[config.mk]
export PLATFORM = sky130hd
export DESIGN_NAME = fifo_uart_arbiter_flat
export DESIGN_NICKNAME = d
export VERILOG_FILES = /design/src/rtl/fifo_uart_arbiter_pkg.sv /design/src/rtl/fifo_uart_arbiter_if.sv /design/src/rtl/fifo_uart_arbiter_rr_arbiter.sv /design/src/rtl/fifo_uart_arbiter.sv /design/src/flat_wrapper.sv
export SDC_FILE = /design/constraint.sdc
export NUM_CORES = 1
export LEC_CHECK = 0
export CORE_UTILIZATION = 49
export DETAILED_ROUTE_END_ITERATION = 8
export PLACE_DENSITY_LB_ADDON = 0.2
export RECOVER_POWER = 25
export SETUP_SLACK_MARGIN = 0.4
export SYNTH_ARGS = -nofsm -noshare
export SYNTH_HDL_FRONTEND = slang
export SYNTH_SLANG_ARGS = --single-unit
[constraint.sdc]
create_clock -name clk -period 2.4 [get_ports clk]
set_input_delay 0.48 -clock clk [delete_from_list [all_inputs] [get_ports clk]]
set_output_delay 0.48 -clock clk [all_outputs]
set_load 0.02 [all_outputs]
[src/rtl/fifo_uart_arbiter_pkg.sv]
// Shared types for the FIFO-to-UART arbiter: FSM state encoding and busy-edge codes.
package fifo_uart_arb_pkg;

  typedef enum logic [2:0] {
    S_IDLE,
    S_READ,
    S_RWAIT,
    S_LOAD,
    S_TAG_DV,
    S_TAG_WAIT,
    S_DAT_DV,
    S_DAT_WAIT
  } state_e;

  // {prev_busy, busy} edge encodings
  localparam logic [1:0] LOW     = 2'b00;
  localparam logic [1:0] RISING  = 2'b01;
  localparam logic [1:0] HIGH    = 2'b11;
  localparam logic [1:0] FALLING = 2'b10;

endpackage

[src/rtl/fifo_uart_arbiter_if.sv]
// FIFO-side and UART-side signals of the arbiter; master = arbiter, slave = environment.
interface fifo_uart_arbiter_if #(
  parameter int unsigned WIDTH = 8,
  parameter int unsigned N_CH  = 4
);
  localparam int unsigned IDW = $clog2(N_CH);

  logic                  i_tx_enable;
  logic [N_CH-1:0]       i_empty;
  logic [N_CH*WIDTH-1:0] i_r_data;
  logic [N_CH-1:0]       o_r_en;
  logic                  i_busy;
  logic                  o_dv;
  logic [WIDTH-1:0]      o_data;
  logic [IDW-1:0]        o_grant_id;
  logic                  o_active;
  logic                  o_timeout;

  modport master (
    input  i_tx_enable, i_empty, i_r_data, i_busy,
    output o_r_en, o_dv, o_data, o_grant_id, o_active, o_timeout
  );

  modport slave (
    output i_tx_enable, i_empty, i_r_data, i_busy,
    input  o_r_en, o_dv, o_data, o_grant_id, o_active, o_timeout
  );
endinterface

[src/rtl/fifo_uart_arbiter_rr_arbiter.sv]
// Combinational round-robin pick: first requester strictly after the pointer, wrapping.
module rr_arbiter #(
  parameter int unsigned N_CH = 4
) (
  input  logic [N_CH-1:0]         i_req,
  input  logic [$clog2(N_CH)-1:0] i_ptr,
  output logic [$clog2(N_CH)-1:0] o_grant,
  output logic                    o_valid
);
  localparam int unsigned IDW   = $clog2(N_CH);
  localparam logic [IDW:0] NCH_W = (IDW+1)'(N_CH);

  logic [IDW:0] w_idx;

  // Scan from farthest to nearest so the nearest requester is written last and wins
  always_comb begin
    o_grant = '0;
    o_valid = 1'b0;
    w_idx   = '0;
    for (int i = N_CH; i >= 1; i--) begin
      w_idx = {1'b0, i_ptr} + (IDW+1)'(i);
      if (w_idx >= NCH_W) w_idx = w_idx - NCH_W;
      if (i_req[w_idx[IDW-1:0]]) begin
        o_grant = w_idx[IDW-1:0];
        o_valid = 1'b1;
      end
    end
  end
endmodule

[src/rtl/fifo_uart_arbiter.sv]
// Round-robin arbiter feeding one UART transmitter from N_CH byte FIFOs, with optional tag word.
module fifo_uart_arbiter
  import fifo_uart_arb_pkg::*;
#(
  parameter int unsigned WIDTH    = 8,
  parameter int unsigned N_CH     = 4,
  parameter int unsigned RD_LAT   = 2,
  parameter int unsigned TAG_EN   = 1,
  parameter int unsigned TAG_BASE = 32'hF0,
  parameter int unsigned TIMEOUT  = 1024
) (
  input logic                 clk,
  input logic                 i_reset_n,
  fifo_uart_arbiter_if.master bus
);
  localparam int unsigned IDW      = $clog2(N_CH);
  localparam int unsigned LW       = $clog2(RD_LAT + 1);
  localparam int unsigned TOW      = $clog2(TIMEOUT);
  localparam int unsigned LAT_LAST = (RD_LAT > 1) ? RD_LAT - 2 : 0;

  state_e           r_state, w_state_nxt;
  logic [N_CH-1:0]  r_r_en, w_r_en_nxt;
  logic             r_dv, w_dv_nxt;
  logic [WIDTH-1:0] r_data, w_data_nxt;
  logic [IDW-1:0]   r_grant_id, w_grant_nxt;
  logic [IDW-1:0]   r_ptr, w_ptr_nxt;
  logic             r_active, w_active_nxt;
  logic             r_timeout, w_timeout_nxt;
  logic [LW-1:0]    r_lat_cnt, w_lat_nxt;
  logic [TOW-1:0]   r_to_cnt, w_to_nxt;
  logic [WIDTH-1:0] r_word, w_word_nxt;
  logic             r_prev_busy;

  logic [IDW-1:0]   w_arb_grant;
  logic             w_arb_valid;
  logic [1:0]       w_edge;
  logic             w_rise, w_fall;
  logic [WIDTH-1:0] w_words [N_CH];

  for (genvar k = 0; k < N_CH; k++) begin : g_words
    assign w_words[k] = bus.i_r_data[k*WIDTH +: WIDTH];
  end

  rr_arbiter #(.N_CH(N_CH)) u_rr (
    .i_req   (~bus.i_empty),
    .i_ptr   (r_ptr),
    .o_grant (w_arb_grant),
    .o_valid (w_arb_valid)
  );

  assign w_edge = {r_prev_busy, bus.i_busy};

  always_comb begin
    w_rise = 1'b0;
    w_fall = 1'b0;
    unique case (w_edge)
      RISING:    w_rise = 1'b1;
      FALLING:   w_fall = 1'b1;
      LOW, HIGH: ;
    endcase
  end

  always_comb begin
    w_state_nxt   = r_state;
    w_r_en_nxt    = '0;
    w_dv_nxt      = r_dv;
    w_data_nxt    = r_data;
    w_grant_nxt   = r_grant_id;
    w_ptr_nxt     = r_ptr;
    w_timeout_nxt = 1'b0;
    w_lat_nxt     = r_lat_cnt;
    w_to_nxt      = r_to_cnt;
    w_word_nxt    = r_word;
    case (r_state)
      S_IDLE: begin
        if (bus.i_tx_enable && !bus.i_busy && w_arb_valid) begin
          w_state_nxt = S_READ;
          w_grant_nxt = w_arb_grant;
          w_ptr_nxt   = w_arb_grant;
          w_r_en_nxt  = N_CH'(1) << w_arb_grant;
        end
      end
      S_READ: begin
        w_lat_nxt   = '0;
        w_state_nxt = (RD_LAT > 1) ? S_RWAIT : S_LOAD;
      end
      S_RWAIT: begin
        if (r_lat_cnt == LW'(LAT_LAST)) w_state_nxt = S_LOAD;
        else                            w_lat_nxt   = r_lat_cnt + LW'(1);
      end
      S_LOAD: begin
        w_word_nxt = w_words[r_grant_id];
        w_to_nxt   = '0;
        w_dv_nxt   = 1'b1;
        if (TAG_EN != 0) begin
          w_state_nxt = S_TAG_DV;
          w_data_nxt  = WIDTH'(TAG_BASE) + WIDTH'(r_grant_id);
        end else begin
          w_state_nxt = S_DAT_DV;
          w_data_nxt  = w_words[r_grant_id];
        end
      end
      // A busy rise takes priority over a timeout landing in the same clk
      S_TAG_DV, S_DAT_DV: begin
        if (w_rise) begin
          w_dv_nxt    = 1'b0;
          w_state_nxt = (r_state == S_TAG_DV) ? S_TAG_WAIT : S_DAT_WAIT;
        end else if (r_to_cnt == TOW'(TIMEOUT - 1)) begin
          w_dv_nxt      = 1'b0;
          w_timeout_nxt = 1'b1;
          w_state_nxt   = S_IDLE;
        end else begin
          w_to_nxt = r_to_cnt + TOW'(1);
        end
      end
      S_TAG_WAIT: begin
        if (w_fall) begin
          w_state_nxt = S_DAT_DV;
          w_dv_nxt    = 1'b1;
          w_data_nxt  = r_word;
          w_to_nxt    = '0;
        end
      end
      S_DAT_WAIT: begin
        if (w_fall) w_state_nxt = S_IDLE;
      end
      default: w_state_nxt = S_IDLE;
    endcase
    w_active_nxt = (w_state_nxt != S_IDLE);
  end

  always_ff @(posedge clk or negedge i_reset_n) begin
    if (!i_reset_n) begin
      r_state     <= S_IDLE;
      r_r_en      <= '0;
      r_dv        <= 1'b0;
      r_data      <= '0;
      r_grant_id  <= '0;
      r_ptr       <= IDW'(N_CH - 1);
      r_active    <= 1'b0;
      r_timeout   <= 1'b0;
      r_lat_cnt   <= '0;
      r_to_cnt    <= '0;
      r_word      <= '0;
      r_prev_busy <= 1'b0;
    end else begin
      r_state     <= w_state_nxt;
      r_r_en      <= w_r_en_nxt;
      r_dv        <= w_dv_nxt;
      r_data      <= w_data_nxt;
      r_grant_id  <= w_grant_nxt;
      r_ptr       <= w_ptr_nxt;
      r_active    <= w_active_nxt;
      r_timeout   <= w_timeout_nxt;
      r_lat_cnt   <= w_lat_nxt;
      r_to_cnt    <= w_to_nxt;
      r_word      <= w_word_nxt;
      r_prev_busy <= bus.i_busy;
    end
  end

  assign bus.o_r_en     = r_r_en;
  assign bus.o_dv       = r_dv;
  assign bus.o_data     = r_data;
  assign bus.o_grant_id = r_grant_id;
  assign bus.o_active   = r_active;
  assign bus.o_timeout  = r_timeout;

endmodule

[src/flat_wrapper.sv]
// flat-port wrapper written by rule: the top's interface ports become plain ports
module fifo_uart_arbiter_flat import fifo_uart_arb_pkg::*;
#(
  parameter int unsigned WIDTH    = 8,
  parameter int unsigned N_CH     = 4,
  parameter int unsigned RD_LAT   = 2,
  parameter int unsigned TAG_EN   = 1,
  parameter int unsigned TAG_BASE = 32'hF0,
  parameter int unsigned TIMEOUT  = 1024
)
  (clk, i_reset_n, bus_i_tx_enable, bus_i_empty, bus_i_r_data, bus_i_busy, bus_o_r_en, bus_o_dv, bus_o_data, bus_o_grant_id, bus_o_active, bus_o_timeout);
  fifo_uart_arbiter_if #(.WIDTH(WIDTH), .N_CH(N_CH)) bus_i ();
  input logic clk;
  input logic i_reset_n;
  input wire logic [$bits(bus_i.i_tx_enable)-1:0] bus_i_tx_enable;
  input wire logic [$bits(bus_i.i_empty)-1:0] bus_i_empty;
  input wire logic [$bits(bus_i.i_r_data)-1:0] bus_i_r_data;
  input wire logic [$bits(bus_i.i_busy)-1:0] bus_i_busy;
  output wire logic [$bits(bus_i.o_r_en)-1:0] bus_o_r_en;
  output wire logic [$bits(bus_i.o_dv)-1:0] bus_o_dv;
  output wire logic [$bits(bus_i.o_data)-1:0] bus_o_data;
  output wire logic [$bits(bus_i.o_grant_id)-1:0] bus_o_grant_id;
  output wire logic [$bits(bus_i.o_active)-1:0] bus_o_active;
  output wire logic [$bits(bus_i.o_timeout)-1:0] bus_o_timeout;
  assign bus_i.i_tx_enable = bus_i_tx_enable;
  assign bus_i.i_empty = bus_i_empty;
  assign bus_i.i_r_data = bus_i_r_data;
  assign bus_i.i_busy = bus_i_busy;
  assign bus_o_r_en = bus_i.o_r_en;
  assign bus_o_dv = bus_i.o_dv;
  assign bus_o_data = bus_i.o_data;
  assign bus_o_grant_id = bus_i.o_grant_id;
  assign bus_o_active = bus_i.o_active;
  assign bus_o_timeout = bus_i.o_timeout;
  fifo_uart_arbiter #(.WIDTH(WIDTH), .N_CH(N_CH), .RD_LAT(RD_LAT), .TAG_EN(TAG_EN), .TAG_BASE(TAG_BASE), .TIMEOUT(TIMEOUT)) u_core (.clk(clk), .i_reset_n(i_reset_n), .bus(bus_i));
endmodule
* After elaboration in Yosys (flattened, before gate mapping) *
Cells that the tools add are included.

word-level totals
  register bits after elaboration = 43
  bits in latches = 0
  RAM bits = 0
  bits in read-only memories = 0
  bits of input ports = 40
  output and inout bits = 17
  logic and storage cells = 115
  memories = 0

cells by class
  add/subtract/negate cells = 11
  multiply operators = 0
  divide/modulo/power cells = 0
  $lt $le $gt $ge = 9
  eq/ne operators = 15
  shifts and indexed selects = 1
  mux-type cells = 50
  bitwise gates (word level) = 2
  reduce and logical (&&, ||, !) cells = 15

operator list
  operator                                                     number
  two-way mux 10 bit                                           3
  one-hot mux 10 bit (3 select lines)                          1
  two-way mux 8 bit                                            3
  one-hot mux 3 bit (7 select lines)                           1
  two-way mux 2 bit                                            10
  two-way mux 3 bit                                            6
  binary-select mux 8 bit (select 2 bit)                       1
  two-way mux 1 bit                                            16
  one-hot mux 8 bit (2 select lines)                           1
  greater-or-equal comparator 3 bit (second input constant)    5
  equality test 3 bit (second input constant)                  4
  less-than comparator 2 x 3 -> 1 bit (second input constant)  4
  adder 10 x 1 -> 10 bit (second input constant)               1
  equality test 10 bit (second input constant)                 1
  binary-select mux 1 bit (select 2 bit)                       4
  two-way mux 4 bit                                            2
  subtractor 2 x 1 -> 2 bit (second input constant)            4
  adder 2 x 2 -> 3 bit (second input constant)                 2
  adder 5 x 3 -> 6 bit (first input constant)                  1
  equality test 3 x 2 -> 1 bit (second input constant)         2
  inequality test 2 bit (second input constant)                3
  AND reduction 2 bit                                          3
  nonzero test 3 bit                                           2
  inverter 4 bit                                               1
  20 further kinds                                             22

* Logic depth before layout (Yosys ltp) *
Gate-level depths: netlist (run 1).

  depth after elaboration = 13
  depth in mapped cells = 6
  depth with buffers taken out = 6

* By module *
A second synthesis (run 1) with hierarchy kept.

unflattened totals
  cells, all modules = 241
  area total of the unflattened synthesis = 2,307.2 um^2

by module, submodules not included
  module             times used  cells each  area an instance (um^2)  sequential area each (um^2)
  fifo_uart_arbiter  1           227         2,215.9                  1,078.5
  rr_arbiter         1           14          91.3                     0.0

* Worst setup path after synthesis (run 1) *
No wires, ideal clock.

  path kind = flip-flop to flip-flop
  start = register u_core.r_to_cnt[0]
  end = register u_core.r_active, in the netlist u_core.bus.o_active
  library setup time = 149 ps
  data arrival time = 1,520 ps
  required time = 2,251 ps
  setup slack = 731 ps
  cell stages (with the launch flop) = 7
  buffers on the path = 1
  path through = dfrtp_1 ha_1 nand3_1 or3_1 clkbuf_1 nor3_1 o221ai_1

on the way
  longest elaborated chain between the ends = 5

RTL lines
  what                                line                      source
  start, declared                     fifo_uart_arbiter.sv:30   logic [TOW-1:0] r_to_cnt, w_to_nxt;
  start signal, assigned              fifo_uart_arbiter.sv:156  r_to_cnt <= w_to_nxt;
  equality test 10 bit                fifo_uart_arbiter.sv:108  end else if (r_to_cnt == TOW'(TIMEOUT - 1)) begin
  two-way mux 3 bit                   fifo_uart_arbiter.sv:108
  two-way mux 3 bit                   fifo_uart_arbiter.sv:105  if (w_rise) begin
  one-hot mux 3 bit (7 select lines)  fifo_uart_arbiter.sv:74   case (r_state)
  nonzero test 3 bit                  fifo_uart_arbiter.sv:129  w_active_nxt = (w_state_nxt != S_IDLE);
  via u_core.w_active_nxt             fifo_uart_arbiter.sv:27   logic r_active, w_active_nxt;
  end signal, assigned                fifo_uart_arbiter.sv:153  r_active <= w_active_nxt;
  end, declared                       fifo_uart_arbiter.sv:27

The timed path passes the listed nets, and every way through them passes these cells.
A chain may end at the register's enable or synchronous reset.

* Worst setup path in the final report (run 1) *
  start = register u_core.r_grant_id[1], in the netlist u_core.bus.o_grant_id[1]
  end = output bus_o_grant_id[1]

RTL lines
  what                    line                      source
  start, declared         fifo_uart_arbiter.sv:25   logic [IDW-1:0] r_grant_id, w_grant_nxt;
  start signal, assigned  fifo_uart_arbiter.sv:151  r_grant_id <= w_grant_nxt;
  end, declared           flat_wrapper.sv:22        output wire logic [$bits(bus_i.o_grant_id)-1:0] bus_o_grant_id;

No word-level cell between the ends.

==> key figures, run 1 <==
Status
  – Status: complete, no violations

Timing
  – Slew margin rel.: 28.1%
  – Fin. max-slew vios: 0
  – Final setup vio count: 0
  – Setup TNS: 0 ns
  – Worst clock skew: 0.00487 ns
  – Final Hold Viols: 0
  – Final WS setup: approximately 0.47 ns
  – Tcrit/Tclk final: 80.6%
  – Worst slew pin tran: 1.08 ns
  – Max Freq: 0.517 GHz
  – Tmin final: 1.93 ns
  – RSZ-0062 raised after global routing: yes

Clock tree
  – CTS tree: done
  – Clk_lat worst skew: 0.29 ns
  – Sink Count: 43
  – Clock transition at path regs: 0.08 ns
  – CTS HTree Levels: 2
  – Clock Root Buffer: clkbuf_8
  – Bufs on Longest Clock Path: 2
  – Setup bufs post-CTS: 0
  – CTS buffer count: 5

Synthesis
  – Post-synth EDFFs: 0
  – Ys async rst share: 100%
  – Post-synthesis sequential area ratio: 47.5%
  – Synth cell count leaders: dfrtp_1, nand2_1, o21ai_0
  – Unique cell type count in the Yosys netlist: 44
  – Synth warnings: 0
  – Count leader, synth: dfrtp_1
  – Synth area leaders: dfrtp_1, mux4_2, mux2_2
  – Gate Count Post-Synth: roughly 220
  – Post-synth top area cell: dfrtp_1
  – Syn_area_per_cell: 10.5 sq um
  – Number of synthesized register bits: 43
  – Netlist Area Pre-Place: 2270 sq um
  – Post-synth top area share: between 40% and 50%
  – Syn_nets: 258
  – Most common flop cell mapped by yosys: dfrtp_1

Floorplan
  – Die X: 70.1 um
  – Starting Density: 51.4%
  – Chip height: about 70 um
  – Die Area: 4910 sq um
  – Core region area: roughly 4400 sq um
  – I/O Pins: 57
  – Row count: 24

Final layout
  – Layout Nets: 320
  – # diodes: 0
  – Share of cells above drive strength 1: 14.3%
  – Fillers: 348
  – Non-Filler Instances: 331
  – Area growth, synth to finish: 32.5%
  – Area occupied by multi-input gates: around 1100 sq um
  – Register area: 1080 sq um

Min path
  – HP Class: input port to asynchronous set/reset pin

Power
  – Leakage: ~1.3 nW
  – Peak supply drop: 639 uV
  – Pwr Density: 996 nW/um^2

Global route
  – Vias in the first global route: around 1,800
  – Met3 usage: under 10%
  – First-pass GRT wire length: between 8 and 9 mm
  – Busiest grt layer: met2
  – Total congestion overflow: 0
  – Largest net degree at the start of global routing: 29
  – Global Route Usage Sum: 21.3%
  – Number of antenna violations at the first check in global routing: 0
  – GR Util met1: roughly 29%
  – Global-route met2 utilization: approximately a third

Placed design
  – Placer Congestion: 0.799
  – Placed cells: 323
  – Dpl hpwl: 3.54 mm
  – IO buf count: 56
  – DP Worst Slack: 0.183 ns

Critical path
  – CP delay by family, top: buffers and inverters
  – Startpoint types: flip-flop
  – Crit path buffers/inverters: 1
  – Max stage delay on crit path: 0.66 ns
  – Worst EP required: 1.92 ns
  – Crit path max-delay cell type: clkdlybuf4s50_1
  – Crit path max fanout: 11
  – CP Cell Sequence: clkdlybuf4s50_1
  – Crit path DAT: 1.45 ns
  – Crit end category: primary output
  – WS Path Type: flip-flop to primary output

Flow run
  – Max cap viols: 0

Route
  – Pre-antenna DRT Iters: 4
  – Drt wl/cell: about 14 um
  – Vias per cell: 5.56
  – DRC viols: 0
  – Number of DRC markers in iteration 0: 133
  – Final ANT Viol Nets: 0
  – Total Wirelength: ~4.7 mm
  – Vias: 1,839
## cells in the final DEF (no fill, tap or decap), types with 2 or more instances in the layout
cell	netlist	final
mux4_2	8	8
nor3_1	4	3
clkbuf_1	4	4
a21oi_1	4	4
a21boi_0	3	2
nand2_1	25	25
nand2b_1	8	8
mux2_2	9	9
nor2b_1	7	7
dfrtp_1	41	40
ha_1	2	2
clkbuf_8	0	6
nand3_1	7	7
mux2i_1	5	5
inv_1	10	10
dfstp_2	2	2
a21o_1	3	3
o21ai_0	18	18
nor3b_1	2	2
nor2_1	10	10
and2_1	2	2
o31ai_1	8	8
buf_4	1	7
or4_1	4	4
clkdlybuf4s50_1	0	54
and3_1	2	2
nor4_1	3	3
a21boi_1	1	2
## layout make-up
cell class                 count  area share, %
multi-input combinational    153           37.1
timing repair buffer          65           20.5
tap                           52           2.16
clock inverter                 1          0.166
sequential                    43           35.9
inverter                      10           1.25
clock buffer                   7           2.87
## sequential cells by signal, summed over array words and instances (netlist names), 2 cells and up
name                   cells
u_core.r_state             3
u_core.r_lat_cnt           2
u_core.r_word              8
u_core.bus.o_data          8
u_core.r_ptr               2
u_core.bus.o_r_en          4
u_core.bus.o_grant_id      2
u_core.r_to_cnt           10
## kinds of logic after synthesis
logic type / synth area share [%]
adders and majority gates: 1.54
and+or+nand+nor: 19.1
DFF: 47.5
buffers and inverters: 3.75
AOI/OAI and AO/OA: 13.5
muxes: 14.6
## final timing paths
check                                         startpoint  slack [ns]  cells past startpoint                        to
max in group asynchronous                      i_reset_n        0.74                      2  u_core.bus.o_grant_id[1]
worst min-delay path                           i_reset_n        0.18                      1        u_core.r_to_cnt[6]
worst max register to register         u_core.r_state[0]        0.55                      5        u_core.r_to_cnt[5]
worst min register to register       u_core.r_lat_cnt[0]        0.49                      2       u_core.r_lat_cnt[0]
min in group clk                     u_core.r_lat_cnt[0]        0.49                      2       u_core.r_lat_cnt[0]
worst max-delay path            u_core.bus.o_grant_id[1]        0.47                      1         bus_o_grant_id[1]
## per-stage QoR
step | cell area (sq um) | hold WS [ns] | util [%] | total power [mW]
final | 3010 | 0.185 | 68.1 | 3.00
after global routing | 3010 | 0.225 | 68.1 | 3.22
after CTS | 3000 | 0.0510 | 68.0 | 3.02
after detailed placement | 2910 | 0.373 | 65.9 | 2.55
after global placement | 2910 | 0.372 | 65.9 | 2.51
after floorplan | 2270 | 0.184 | - | 2.06
## layer usage
| layer | routed length, um | vias up | share of wire [%] |
|---|---|---|---|
| met5 | 0 | - | 0 |
| met4 | 68 | 0 | 1.4 |
| met3 | 229 | 4 | 4.9 |
| met2 | 2200 | 49 | 47 |
| met1 | 2200 | 874 | 47 |
| li1 | - | 912 | - |
## where the power goes
group	switching [mW]	total (mW)	internal, mW
registers	0.252	1.23	0.981
clock network	0.238	0.470	0.232
logic	0.618	1.29	0.675
total	1.11	3.00	1.89
## worst register-to-register path, stage by stage, from the launching register on
cell,delay [ns]
dfrtp_1,0.62
and3b_1,0.27
a211oi_2,0.04
buf_4,0.19
or4_1,0.50
a21boi_0,0.17
## repair_timing
action | 4_1_cts | 5_1_grt
resized for setup | 1 | 4
endpoints found under the setup margin | 1 | 5
hold buffers | 0 | 0
cloned | 0 | 0
Power figures use the tool's default switching activity.
==> run 2, diff against run 1 <==
Settings changed: CORE_UTILIZATION 49 to 44.
Clock period 2.4 ns to 1.6 ns, I/O delays scaled along.
==> run 2 against run 1 <==
The run now ends with setup timing left. Core utilization is 6.8 points higher. Sequential cell count is the same. Count of clock-buffer cells in the layout decreased by 2. Non-clock buffer count increased by 43. Sequential power is 46% higher. Clock skew decreased by 0.0031 ns. Total power rose by 89%. Largest cell class unchanged.
==> key figures, run 2 (synthesis gave the netlist of run 1 again) <==
Critical path
  – Most used cell, CP: buf_6
  – Crit path DAT: 1.85 ns
  – Crit path max fanout: 7
  – Reg-to-Reg Start: u_core.r_state[2]
  – R2r setup slk: -0.07 ns
  – Worst EP required: 1.78 ns
  – Startpoint types: flip-flop
  – WS Path Type: flip-flop to flip-flop
  – Reg-to-reg endpoint: u_core.r_to_cnt[4]
  – CP Cell Sequence: and3b_1 -> a211oi_2 -> buf_6 -> buf_6 -> buf_4 -> o31ai_1 -> a21boi_1
  – R2R cell count: 7
  – Max stage delay on crit path: ~0.46 ns
  – Crit path max-delay cell type: dfrtp_2
  – Crit end category: flip-flop

Timing
  – Final hold slack: 0.485 ns
  – Setup TNS: -0.341 ns
  – Worst clock skew: between 0.0015 and 0.002 ns
  – Final WS setup: -0.0692 ns
  – Tcrit/Tclk final: 104%
  – Tmin final: 1.67 ns
  – Fin. max-slew vios: 0
  – Slew margin rel.: 63.0%
  – Final Hold Viols: 0
  – Max Freq: 0.599 GHz
  – Worst slew pin tran: 0.551 ns
  – RSZ-0062 raised after global routing: yes
  – Final setup vio count: 8

Floorplan
  – Row count: 25
  – I/O Pins: 57
  – Core region area: 4850 sq um
  – Die Area: about 5400 sq um
  – Chip height: 73.8 um
  – Die X: 73.8 um
  – Starting Density: 46.8%

Final layout
  – Area growth, synth to finish: 59.9%
  – Layout Nets: 363
  – Share of cells above drive strength 1: 41.3%
  – Most frequent cells in the layout: buf_4, dfrtp_1, clkdlybuf4s50_1, nand2_1, buf_6
  – Biggest register: u_core.r_to_cnt
  – Final instance area: 3630 sq um
  – Max reg flops: 10
  – Fillers: 318
  – Register area: 1080 sq um
  – Area occupied by multi-input gates: roughly 1400 sq um
  – # diodes: 0

Power
  – Leakage: between 1.5 and 2 nW
  – Part of the power in combinational logic: a little under three fifths
  – Net load switching power: between 2 and 2.5 mW
  – Peak supply drop: 865 uV
  – Clock share of power: 12.2%
  – Internal power: 3.54 mW
  – Pwr Density: about 1600 nW/um^2
  – Total power: 5.67 mW
  – Switching Fraction: between 30% and 40%
  – Seq pwr share: approximately a third

Route
  – Number of DRC markers in iteration 0: ~110
  – DRC viols: 0
  – Vias: 2,086
  – Vias per cell: 5.36
  – Drt wl/cell: 14.8 um
  – Final ANT Viol Nets: 0
  – Pre-antenna DRT Iters: 4
  – Total Wirelength: 5.74 mm

Min path
  – Hold path start: u_core.bus.o_data[6]
  – HP Class: flip-flop to flip-flop
  – Cell depth of the worst hold path: 2
  – Worst Hold Path EP: u_core.bus.o_data[6]

Global route
  – Vias in the first global route: slightly below 2,000
  – Number of antenna violations at the first check in global routing: 0
  – Largest net degree at the start of global routing: 29
  – First-pass GRT wire length: just over 9 mm
  – Global Route Usage Sum: 22.1%
  – Total congestion overflow: 0

Clock tree
  – Bufs on Longest Clock Path: 2
  – Clock Root Buffer: clkbuf_8
  – Clock transition at path regs: 0.08 ns
  – CTS HTree Levels: 2
  – Sink Count: 43
  – CTS buffer count: 5
  – CTS tree: done
  – Clk_lat worst skew: 0.29 ns

Placed design
  – Placer Congestion: a little under 0.8
  – Placed Area: 3160 sq um
  – IO buf count: 56
  – DP Worst Slack: -0.432 ns
  – Dpl hpwl: 3.63 mm

Status
  – Failing checks: setup timing
  – Status: complete, but fails checks

Flow run
  – Max cap viols: 0
run 2: cell types whose count changed in the layout (fill, tap and decap cells not counted), sizes merged:
cell           delta
clkbuf            -2
dlygate4sd2       +1
clkdlybuf4s50    -20
clkinvlp          +2
dlymetal6s2s      +2
buf              +59
dlygate4sd3       +1
run 2: critical path: cells and delay by family (launching register included):
family | cells | cell delay [ns]
flops | 1 | 0.46
compound gates | 3 | 0.43
simple gates | 1 | 0.28
buf+inv | 3 | 0.39
run 2: cell type report:
class	instances	share of cell area [%]
Multi-Input combinational cell	153	37.4
Sequential cell	43	29.9
Timing Repair Buffer	108	27.0
Tap cell	67	2.31
Clock buffer	5	1.90
Inverter	10	1.03
Clock inverter	3	0.552
run 2: metrics by stage:
stage	util [%]	cells
2_1_floorplan	-	216
5_1_grt	74.9	389
6_report	74.9	389
4_1_cts	71.0	376
3_3_place_gp	65.2	352
3_5_place_dp	65.2	352
run 2: power by group through the flow:
stage	Combinational, mW	Sequential, mW	Clock [mW]
2_1_floorplan	1.41	1.89	0
3_3_place_gp	2.28	1.82	0
3_5_place_dp	2.34	1.83	0
4_1_cts	2.84	1.77	0.705
5_1_grt	3.43	1.83	0.750
6_report	3.18	1.79	0.691
run 2: worst max path at each step:
stage,start,endpoint,slack [ns]
6_report,u_core.r_state[2],u_core.r_to_cnt[4],-0.07
5_1_grt,u_core.r_state[2],u_core.r_to_cnt[4],-0.10
4_1_cts,u_core.r_state[1],u_core.r_to_cnt[4],-0.06
3_5_place_dp,bus_i_busy,u_core.r_to_cnt[9],-0.43
3_3_place_gp,bus_i_busy,u_core.r_to_cnt[4],-0.40
2_1_floorplan,u_core.r_to_cnt[0],u_core.r_state[1],0.07
run 2: what timing repair did:
action                                 4_1_cts  5_1_grt
setup endpoints to repair                   59       49
endpoints found under the hold margin       16        0
hold buffers                                 1        0
gates resized for setup                    110       29
pin swaps                                   17       13
setup buffers                               15       13
run 2: layer usage:
layer	vias up	routed length (um)	track usage, %	part of all wire (%)
met5	-	0	0	0
met2	71	2970	37.6	52
li1	1000	-	-	-
met1	1003	2360	27.9	41
met3	12	330	4.94	5.7
met4	0	87	7.05	1.5
==> run 3, diff against run 2 <==
Settings changed: CAP_MARGIN from default to 20, CELL_PAD_IN_SITES_DETAIL_PLACEMENT from default to 1, CELL_PAD_IN_SITES_GLOBAL_PLACEMENT from default to 2, CORE_UTILIZATION 44 to 27, SYNTH_HIERARCHICAL from default to 1.
==> run 3 against run 2 <==
Register-to-register slack about the same. Critical path depth down 2. Non-clock buffer count up 24. Via count up 7.9%. Clock power down 2%. Sequential share of layout area down 2.6 points. Cell count up 22%. Global-route usage down 4.8 points. The flow still finishes with violations (setup timing). Highest routed layer unchanged. Critical path type unchanged. Sequential power about the same. Worst setup slack better by 0.0012 ns. Die area up 64%. Clock skew up 0.0066 ns.
==> key figures, run 3 <==
Clock tree
  – Clk_lat worst skew: 0.29 ns
  – CTS tree: done
  – Clock transition at path regs: 0.09 ns
  – CTS HTree Levels: 2
  – Bufs on Longest Clock Path: 2
  – Sink Count: 43
  – Clock Root Buffer: clkbuf_8
  – CTS buffer count: 5

Critical path
  – Crit path max fanout: 6
  – Crit path buffers/inverters: 2
  – Crit end category: flip-flop
  – CP Cell Sequence: buf_6 -> or3_4 -> or3_4 -> buf_6 -> nor3b_2
  – Crit path max-delay cell type: dfrtp_2
  – CP delay by family, top: simple AND/OR/NAND/NOR gates
  – Crit path DAT: 1.89 ns
  – Worst EP required: 1.82 ns
  – Startpoint types: flip-flop
  – WS Path Type: flip-flop to flip-flop
  – Max stage delay on crit path: 0.45 ns

Route
  – Drt wl/cell: between 15 and 20 um
  – Vias per cell: 4.76
  – Pre-antenna DRT Iters: 4
  – Total Wirelength: 7.12 mm
  – Final ANT Viol Nets: 0
  – DRC viols: 0
  – Number of DRC markers in iteration 0: a little under 50
  – Vias: approximately 2,300

Final layout
  – Most frequent cells in the layout: buf_4, dfrtp_1, clkdlybuf4s50_1, nand2_1, buf_6
  – Commonest non-fill, non-tap cell in the layout: buf_4
  – # diodes: 0
  – Biggest register: u_core/r_to_cnt
  – Area growth, synth to finish: 72.0%
  – Max reg flops: 10
  – Layout Nets: 409
  – Share of cells above drive strength 1: 48.4%

Floorplan
  – Die X: 94.4 um
  – Die Area: 8920 sq um
  – Starting Density: 27.9%
  – Row count: 33
  – Core region area: 8260 sq um
  – Chip height: 94.4 um
  – I/O Pins: 57

Placed design
  – Dpl hpwl: 5.25 mm
  – Placer Congestion: ~0.76
  – IO buf count: between 50 and 60
  – DP Worst Slack: -0.428 ns

Synthesis
  – Multiplexer area fraction after synthesis: under 10%
  – Unique cell type count in the Yosys netlist: 50
  – Syn_nets: about 280
  – Largest family of logic cells by synthesized area: simple AND/OR/NAND/NOR gates
  – Post-synthesis compound-gate area fraction: 12.8%
  – Synth cell count leaders: nand2_1, dfrtp_1, o21ai_0
  – Ys async rst share: between 90% and 100%
  – Synth warnings: 6
  – Netlist Area Pre-Place: about 2300 sq um
  – Synth Area in Adders: around 1.1%
  – Post-synth EDFFs: 0
  – Post-synth top area cell: dfrtp_1
  – Post-synth top area share: 44.5%
  – Synth area leaders: dfrtp_1, nand2_1, mux4_2
  – Most common flop cell mapped by yosys: dfrtp_1
  – Number of synthesized register bits: 43
  – Syn_area_per_cell: 9.57 sq um
  – Synth Area in Simple Gates: between 20% and 30%
  – Post-synthesis sequential area ratio: 46.7%
  – Count leader, synth: nand2_1
  – XOR/XNOR share of the synthesized area: 0.380%
  – Gate Count Post-Synth: 241

Status
  – Failing checks: setup timing
  – Status: complete, but fails checks

Global route
  – Number of antenna violations at the first check in global routing: 0
  – Total congestion overflow: 0
  – Vias in the first global route: ~2,300
  – Largest net degree at the start of global routing: 20
  – First-pass GRT wire length: 12.0 mm
  – Global Route Usage Sum: 17.3%

Timing
  – Worst clock skew: 0.00831 ns
  – Worst slew pin tran: 1.11 ns
  – Slew margin rel.: 25.9%
  – RSZ-0062 raised after global routing: yes
  – Tmin final: 1.67 ns
  – Tcrit/Tclk final: 104%
  – Fin. max-slew vios: 0
  – Final WS setup: -0.0680 ns
  – Max Freq: 0.600 GHz
  – Final setup vio count: 12
  – Final Hold Viols: 0

Flow run
  – Max cap viols: 0

Power
  – Pwr Density: 1490 nW/um^2
  – Total power: 5.91 mW
  – Leakage: about 1.8 nW
  – Peak supply drop: 688 uV

Min path
  – HP Class: input port to asynchronous set/reset pin
run 3: cell types whose count changed after synthesis, moves of 3 or more:
cell     delta
a21o_1      -3
a21oi_1     +3
and3_1      +3
mux2_2      -9
nand2_1    +32
nor2b_1     -4
o31ai_1     -5
run 3: final cells by class:
class	count	area, sq um
fill	926	4290
multi-input combinational	174	1470
timing repair buffer	132	1160
sequential	43	1080
tap	105	131
clock buffer	7	76.3
inverter	11	41.3
clock inverter	1	5.00
run 3: where the power goes:
group          internal (mW)  leakage [nW]  switching (mW)
Clock                  0.307        0.0422           0.371
Sequential              1.47         0.543           0.302
Combinational           1.84          1.19            1.63
Total                   3.61          1.78            2.30
run 3: worst paths after layout:
check / start / end / slack, ns / cells after the start
setup / recovery: u_core/r_state[2] / u_core/bus.o_r_en[1] / -0.07 / 5
hold / removal: i_reset_n / u_core/r_word[0] / 0.22 / 1
setup reg to reg: u_core/r_state[2] / u_core/bus.o_r_en[1] / -0.07 / 5
hold reg to reg: u_core/r_ptr[0] / u_core/r_ptr[0] / 0.49 / 2
max in group asynchronous: i_reset_n / u_core/bus.o_data[6] / 0.42 / 2
min in group clk: u_core/r_ptr[0] / u_core/r_ptr[0] / 0.49 / 2
run 3: cell families after synthesis:
family                     after synthesis
buffers and inverters                   24
adders and majority gates                2
and+or+nand+nor                        114
DFF                                     43
AOI/OAI and AO/OA                       44
muxes                                   13
xor gates and xnor gates                 1
run 3: metal layers:
| layer | vias up | wire [um] | track usage, % |
|---|---|---|---|
| met5 | - | 0 | 0 |
| met2 | 28 | 3690 | 29.3 |
| met3 | 6 | 167 | 2.90 |
| met1 | 1115 | 3200 | 23.2 |
| li1 | 1101 | - | - |
| met4 | 0 | 63 | 3.46 |
run 3: per-stage QoR:
step / utilization [%] / setup TNS [ns] / area (sq um) / hold slack (ns) / cells
5_1_grt: 48.0 / -1.49 / 3970 / 0.300 / 473
3_3_place_gp: 41.1 / -7.77 / 3390 / 0.303 / 444
4_1_cts: 45.9 / -0.482 / 3790 / -0.0181 / 466
3_5_place_dp: 41.1 / -8.51 / 3390 / 0.302 / 444
6_report: 48.0 / -0.378 / 3970 / 0.216 / 473
2_1_floorplan: - / -0.106 / 2370 / 0.0244 / 241
run 3: worst reg2reg max path: cells and delay by family (launching register included):
kind / cells / cell delay [ns]
buf+inv: 2 / 0.29
flops: 1 / 0.45
simple gates: 3 / 0.86
run 3: what timing repair did:
| action | CTS | global route |
|---|---|---|
| setup buffers | 13 | 7 |
| hold endpoints to repair | 15 | 15 |
| endpoints found under the setup margin | 59 | 50 |
| pin swaps | 29 | 22 |
| resized for setup | 152 | 32 |
| gates cloned | 1 | 0 |
